**src/rtl/apb4_master_pkg.sv**
```systemverilog
// Shared types and sizing helpers for the APB4 requester bridge.
package apb4_master_pkg;

  typedef enum logic [1:0] {
    IDLE   = 2'd0,
    SETUP  = 2'd1,
    ACCESS = 2'd2,
    RESP   = 2'd3
  } apb4_mst_state_e;

  localparam int TIMEOUT_CYCLES_DFLT = 256;
  localparam int TO_WIDTH = $clog2(TIMEOUT_CYCLES_DFLT + 1);

  // Counter width for a given timeout; at least one bit so a disabled timeout still elaborates.
  function automatic int to_width(input int cycles);
    return (cycles < 1) ? 1 : $clog2(cycles + 1);
  endfunction

endpackage

```
**src/rtl/apb4_mst_tmo_cnt.sv**
```systemverilog
// ACCESS-phase wait counter: cleared when a transfer is accepted, counts unanswered
// ACCESS cycles and flags expiry on the cycle the count would reach TIMEOUT_CYCLES.
module apb4_mst_tmo_cnt
  import apb4_master_pkg::*;
#(
  parameter int TIMEOUT_CYCLES = TIMEOUT_CYCLES_DFLT,
  parameter int CNT_W          = to_width(TIMEOUT_CYCLES)
) (
  input  logic pclk,
  input  logic prst,
  input  logic clear_i,
  input  logic en_i,
  output logic expire_o
);

  generate
    if (TIMEOUT_CYCLES == 0) begin : g_disabled
      logic unused_s;
      assign unused_s = ^{pclk, prst, clear_i, en_i};
      assign expire_o = 1'b0;
    end else begin : g_enabled
      logic [CNT_W-1:0] cnt_q;
      logic [CNT_W-1:0] cnt_d;

      // Next count: clear wins over increment.
      always_comb begin
        cnt_d = cnt_q;
        if (clear_i) begin
          cnt_d = {CNT_W{1'b0}};
        end else if (en_i) begin
          cnt_d = cnt_q + {{(CNT_W-1){1'b0}}, 1'b1};
        end else begin
          cnt_d = cnt_q;
        end
      end

      // Count register.
      always_ff @(posedge pclk or posedge prst) begin
        if (prst) begin
          cnt_q <= {CNT_W{1'b0}};
        end else begin
          cnt_q <= cnt_d;
        end
      end

      assign expire_o = en_i && (cnt_q == CNT_W'(TIMEOUT_CYCLES - 1));
    end
  endgenerate

endmodule

```
**src/rtl/apb4_master_bridge.sv**
```systemverilog
// APB4 requester: one valid/ready request becomes one SETUP/ACCESS transfer,
// answered on a valid/ready response channel with data, slave error or timeout.
module apb4_master_bridge
  import apb4_master_pkg::*;
#(
  parameter int ADDR_WIDTH     = 32,
  parameter int DATA_WIDTH     = 32,
  parameter int TIMEOUT_CYCLES = TIMEOUT_CYCLES_DFLT
) (
  input  logic                    pclk,
  input  logic                    prst,
  input  logic                    req_valid_i,
  output logic                    req_ready_o,
  input  logic [ADDR_WIDTH-1:0]   req_addr_i,
  input  logic                    req_write_i,
  input  logic [DATA_WIDTH-1:0]   req_wdata_i,
  input  logic [DATA_WIDTH/8-1:0] req_strb_i,
  input  logic [2:0]              req_prot_i,
  output logic                    rsp_valid_o,
  input  logic                    rsp_ready_i,
  output logic [DATA_WIDTH-1:0]   rsp_rdata_o,
  output logic                    rsp_err_o,
  output logic                    rsp_timeout_o,
  output logic [ADDR_WIDTH-1:0]   paddr_o,
  output logic [2:0]              pprot_o,
  output logic                    pwrite_o,
  output logic [DATA_WIDTH-1:0]   pwdata_o,
  output logic [DATA_WIDTH/8-1:0] pstrb_o,
  output logic                    psel_o,
  output logic                    penable_o,
  input  logic                    pready_i,
  input  logic                    pslverr_i,
  input  logic [DATA_WIDTH-1:0]   prdata_i
);

  localparam int STRB_W = DATA_WIDTH / 8;

  apb4_mst_state_e state_q, state_d;

  logic [ADDR_WIDTH-1:0] addr_q;
  logic                  write_q;
  logic [DATA_WIDTH-1:0] wdata_q;
  logic [STRB_W-1:0]     strb_q;
  logic [2:0]            prot_q;
  logic [DATA_WIDTH-1:0] rdata_q;
  logic                  err_q;
  logic                  tmo_q;

  logic accept_s;
  logic done_s;
  logic wait_s;
  logic expire_s;

  assign accept_s = req_valid_i && (state_q == IDLE);
  assign done_s   = (state_q == ACCESS) && pready_i;
  assign wait_s   = (state_q == ACCESS) && !pready_i;

  // Expiry is only raised while pready_i is low, so a same-cycle pready completes normally.
  apb4_mst_tmo_cnt #(
    .TIMEOUT_CYCLES (TIMEOUT_CYCLES)
  ) u_tmo_cnt (
    .pclk     (pclk),
    .prst     (prst),
    .clear_i  (accept_s),
    .en_i     (wait_s),
    .expire_o (expire_s)
  );

  // State register.
  always_ff @(posedge pclk or posedge prst) begin
    if (prst) begin
      state_q <= IDLE;
    end else begin
      state_q <= state_d;
    end
  end

  // Next-state logic.
  always_comb begin
    state_d = state_q;
    case (state_q)
      IDLE: begin
        if (accept_s) state_d = SETUP;
        else          state_d = IDLE;
      end
      SETUP:  state_d = ACCESS;
      ACCESS: begin
        if (done_s || expire_s) state_d = RESP;
        else                    state_d = ACCESS;
      end
      RESP: begin
        if (rsp_ready_i) state_d = IDLE;
        else             state_d = RESP;
      end
      default: state_d = IDLE;
    endcase
  end

  // Handshake and bus-phase outputs decoded from the registered state.
  always_comb begin
    req_ready_o = 1'b0;
    rsp_valid_o = 1'b0;
    psel_o      = 1'b0;
    penable_o   = 1'b0;
    case (state_q)
      IDLE:   req_ready_o = 1'b1;
      SETUP:  psel_o      = 1'b1;
      ACCESS: begin
        psel_o    = 1'b1;
        penable_o = 1'b1;
      end
      RESP:   rsp_valid_o = 1'b1;
      default: begin
        req_ready_o = 1'b0;
        rsp_valid_o = 1'b0;
      end
    endcase
  end

  // Request fields, captured on acceptance and held until the next one.
  always_ff @(posedge pclk or posedge prst) begin
    if (prst) begin
      addr_q  <= {ADDR_WIDTH{1'b0}};
      write_q <= 1'b0;
      wdata_q <= {DATA_WIDTH{1'b0}};
      strb_q  <= {STRB_W{1'b0}};
      prot_q  <= 3'b000;
    end else if (accept_s) begin
      addr_q  <= req_addr_i;
      write_q <= req_write_i;
      wdata_q <= req_wdata_i;
      strb_q  <= req_strb_i;
      prot_q  <= req_prot_i;
    end else begin
      addr_q  <= addr_q;
      write_q <= write_q;
      wdata_q <= wdata_q;
      strb_q  <= strb_q;
      prot_q  <= prot_q;
    end
  end

  // Response fields; read data is zeroed for writes, slave errors and timeouts.
  always_ff @(posedge pclk or posedge prst) begin
    if (prst) begin
      rdata_q <= {DATA_WIDTH{1'b0}};
      err_q   <= 1'b0;
      tmo_q   <= 1'b0;
    end else if (done_s) begin
      rdata_q <= (!write_q && !pslverr_i) ? prdata_i : {DATA_WIDTH{1'b0}};
      err_q   <= pslverr_i;
      tmo_q   <= 1'b0;
    end else if (expire_s) begin
      rdata_q <= {DATA_WIDTH{1'b0}};
      err_q   <= 1'b1;
      tmo_q   <= 1'b1;
    end else begin
      rdata_q <= rdata_q;
      err_q   <= err_q;
      tmo_q   <= tmo_q;
    end
  end

  assign paddr_o       = addr_q;
  assign pprot_o       = prot_q;
  assign pwrite_o      = write_q;
  assign pwdata_o      = write_q ? wdata_q : {DATA_WIDTH{1'b0}};
  assign pstrb_o       = write_q ? strb_q  : {STRB_W{1'b0}};
  assign rsp_rdata_o   = rdata_q;
  assign rsp_err_o     = err_q;
  assign rsp_timeout_o = tmo_q;

endmodule
```
**config.mk**
```make
export PLATFORM = sky130hd
export DESIGN_NAME = apb4_master_bridge
export DESIGN_NICKNAME = d
export VERILOG_FILES = /design/src/rtl/apb4_master_pkg.sv /design/src/rtl/apb4_mst_tmo_cnt.sv /design/src/rtl/apb4_master_bridge.sv
export SDC_FILE = /design/constraint.sdc
export NUM_CORES = 1
export LEC_CHECK = 0
export CORE_ASPECT_RATIO = 0.8
export CORE_MARGIN = 2
export CORE_UTILIZATION = 38
export CTS_CLUSTER_DIAMETER = 80
export DETAILED_ROUTE_END_ITERATION = 16
export PLACE_DENSITY = 0.76
export SLEW_MARGIN = 20
export SYNTH_ARGS = -nofsm -noshare
export SYNTH_HDL_FRONTEND = slang
export SYNTH_HIERARCHICAL = 1
export SYNTH_SLANG_ARGS = --single-unit
export TNS_END_PERCENT = 20
```
**constraint.sdc**
```tcl
create_clock -name pclk -period 4 [get_ports pclk]
set_input_delay 1 -clock pclk [delete_from_list [all_inputs] [get_ports pclk]]
set_output_delay 1 -clock pclk [all_outputs]
set_load 0.05 [all_outputs]
```
==> impl_metrics.yaml <==
yosys:
  synthesis.nets: 453
  synth_top_area_share_pct: 57.1
  synthAdderAreaFrac_pct: 1.46
  yosysUniqueCellTypes: 30
  synth_largest_area_cell: "dfrtp_1"
  synthMuxAreaShare_pct: 21.1
  synth_compound_area_share_pct: 7.05
  synthSimpleGateAreaFrac_pct: 7.42
  yosys_register_bits: 117
  netlist_instances: 337
  yosys-top-cells-area: "dfrtp_1, mux2_4, a22o_1, and2_1, buf_12"
  synth_area_per_cell_um2: 15.2
  synth_common_cells: "dfrtp_1, mux2_4, and2_1"
  synth_async_sr_flop_share_pct: 100
  ys_warn_count: 6
  synth_top_family_by_area: "multiplexers"
  synth_most_common_cell: "dfrtp_1"
  synth_xor_xnor_area_share_pct: 0.683
  syn_area_um2: 5130
  ys_seq_area_share_pct: 57.1
  synth-edff-count: 0
  dominantRegCellSynth: "dfrtp_1"
sta:
  worstMarginPinSlew_ns: 0.670
  final.setup.tns_ns: 0
  period_minus_slack_ns: 3.15
  setup_viol: 0
  clock_skew_ns: 0.00611
  fin_crit_sh_pct: 78.8
  slew_headroom_pct: 55.3
  slew_violations: 0
  finalHoldViolCount: 0
  fmax_mhz: 317
  rsz0062_at_grt: "no"
  worst_slack_ns: 0.848
power:
  pwr-share-comb_pct: 54.5
  p_sw_share_pct: 42.6
  p_leak_nw: 3.55
  internal_power_w: 0.00495
  power_frac_clock_pct: 21.0
  total_power_w: 0.00862
  netSwitchingPower_w: 0.00368
  seqPwrFrac_pct: 24.4
  p_per_area_nw_per_um2: 1070
  vdd_drop_max_mv: 0.682
worst_setup_path:
  end_kind: "primary output"
  crit_slowest_cell: "clkdlybuf4s50_1"
  r2r-end: "rsp_rdata_o[19]$_DFFE_PP0P_"
  cp_max_fo: 8
  cp.arrival_ns: 2.15
  cp-endpoint: "penable_o"
  critical_path_class: "flip-flop to primary output"
  crit_chain: "inv_1 -> ha_1 -> clkdlybuf4s50_1"
  startpoint: "state_q[0]$_DFF_PP0_"
  reg2reg_depth: 9
  required_ns: 3.00
  startpoint_type: "flip-flop"
  worst_path_largest_cell_delay_ns: 0.88
  rr_startpoint: "state_q[0]$_DFF_PP0_"
  rrSetupSlack_ns: 1.86
layout:
  synthToLayoutAreaGrowth_pct: 57.7
  drive_gt1_share_pct: 19.7
  fillerInstances: 976
  seq_area_um2: 2930
  finalNonFillerCells: 750
  diodes: 0
  multiInputGateArea_um2: 1940
  fin_nets: 679
die:
  die_y_um: 108
  start_util_pct: 39.4
  boundaryPins: 220
  die_w_um: 134
  dieArea_um2: 14400
  rows: 37
  core_um2: 13000
placement:
  pre_cts_ws_ns: 1.18
  place_congestion: 0.781
  place_inst: 719
  io_buffers: 219
  place_hpwl_um: 8910
clocking:
  postCtsResizedCells: 0
  numCtsBuffers: 17
  ctsLongestPathBuffers: 2
  cts_tree: "done"
  postCtsSetupBuffers: 0
  clock_tree.root_cell: "clkbuf_16"
  cts_num_sinks: 117
  insertion_delay_ns: 0.40
  clkTransAtPathRegs_ns: 0.05
  cts_max_level: 4
  ctsHoldBuffers: 0
grt:
  track_usage_pct: 17.9
  antenna_found_initial: 0
  grt_max_degree: 56
  grt_pass1_wl_um: 19900
  first_global_vias: 3768
  grt_overflow: 0
detailed_routing:
  detail-route-antenna-nets: 0
  drc: 0
  initialDrtViolationCount: 142
  vias_per_cell: 4.74
  drtPass1Iterations: 4
  vias: 3555
  drt_wl_total_um: 12600
  wl_per_cell_um: 16.8
min_path:
  min_path_type: "flip-flop to flip-flop"
  hp-start: "paddr_o[30]$_DFFE_PP0P_"
flow_run:
  maxCapViolCount: 0
outcome:
  status: "complete, no violations"
==> cell families (layout without fill, tap and decap cells) <==
family	after synthesis	count (layout)
DFF	117	117
muxes	73	73
and+or+nand+nor	63	63
AOI/OAI and AO/OA	46	46
buffers and inverters	28	266
adders and majority gates	6	6
xor gates and xnor gates	4	4
==> power by group through the flow <==
stage               Sequential [W]  Combinational [W]  Clock [W]
finish                     0.00211            0.00470    0.00181
global route               0.00218            0.00490    0.00191
CTS                        0.00211            0.00474    0.00185
detailed placement         0.00210            0.00473          0
global placement           0.00210            0.00467          0
floorplan                  0.00329            0.00211          0
==> routing by layer <==
metal | routed length (um) | GRT usage (%) | vias to the layer above | share of wire [%]
li1 | - | - | 1640 | -
met1 | 5390 | 22.2 | 1743 | 43
met2 | 5970 | 28.7 | 155 | 47
met3 | 1040 | 6.69 | 17 | 8.2
met4 | 213 | 6.76 | 0 | 1.7
met5 | 0 | 0 | - | 0
==> layout by cell type (no fill, tap or decap), types with 4 or more instances in the layout <==
master | Yosys | layout
nor2_1 | 10 | 10
and2_1 | 37 | 37
ha_1 | 6 | 6
clkdlybuf4s50_1 | 0 | 219
clkbuf_16 | 0 | 17
nand3_1 | 4 | 4
dfrtp_1 | 117 | 117
a21oi_1 | 5 | 4
buf_4 | 2 | 8
o21ai_0 | 4 | 4
inv_1 | 7 | 6
a22o_1 | 32 | 32
bufinv_16 | 0 | 8
mux2_4 | 69 | 69
==> flip-flops by register name, indices dropped and copies added, names as in the netlist <==
signal,flops
paddr_o,32
rsp_rdata_o,32
wdata_q,32
u_tmo_cnt/g_enabled.cnt_q,9
strb_q,4
pprot_o,3
state_q,2
pwrite_o,1
rsp_err_o,1
rsp_timeout_o,1
==> worst min-delay path by stage <==
| stage | end | cells past startpoint |
|---|---|---|
| floorplan | wdata_q[10]$_DFFE_PP0P_ | 1 |
| CTS | paddr_o[30]$_DFFE_PP0P_ | 1 |
| global route | rsp_rdata_o[14]$_DFFE_PP0P_ | 1 |
| finish | paddr_o[30]$_DFFE_PP0P_ | 1 |
| detailed placement | paddr_o[30]$_DFFE_PP0P_ | 1 |
| global placement | paddr_o[29]$_DFFE_PP0P_ | 1 |
==> metrics by stage <==
stage / util, % / instance area (um^2) / hold slack (ns)
finish: 62.2 / 8090 / 0.489
global route: 62.2 / 8090 / 0.510
CTS: 62.2 / 8090 / 0.496
detailed placement: 56.8 / 7380 / 0.478
global placement: 56.8 / 7380 / 0.471
floorplan: - / 5130 / 0.473
==> critical path, delay by kind of cell (launching register included) <==
family | cells | cell delay, ns
adder cells (fa/ha/maj) | 1 | 0.35
flip-flops | 1 | 0.40
buffers and inverters | 2 | 1.00
==> final cells by class <==
class	instances	area share, %
Clock inverter	14	3.48
Clock buffer	17	5.26
Timing Repair Buffer	228	28.1
Tap cell	175	2.71
Sequential cell	117	36.2
Multi-Input combinational cell	192	23.9
Inverter	7	0.356
Power figures use the tool's default switching activity.
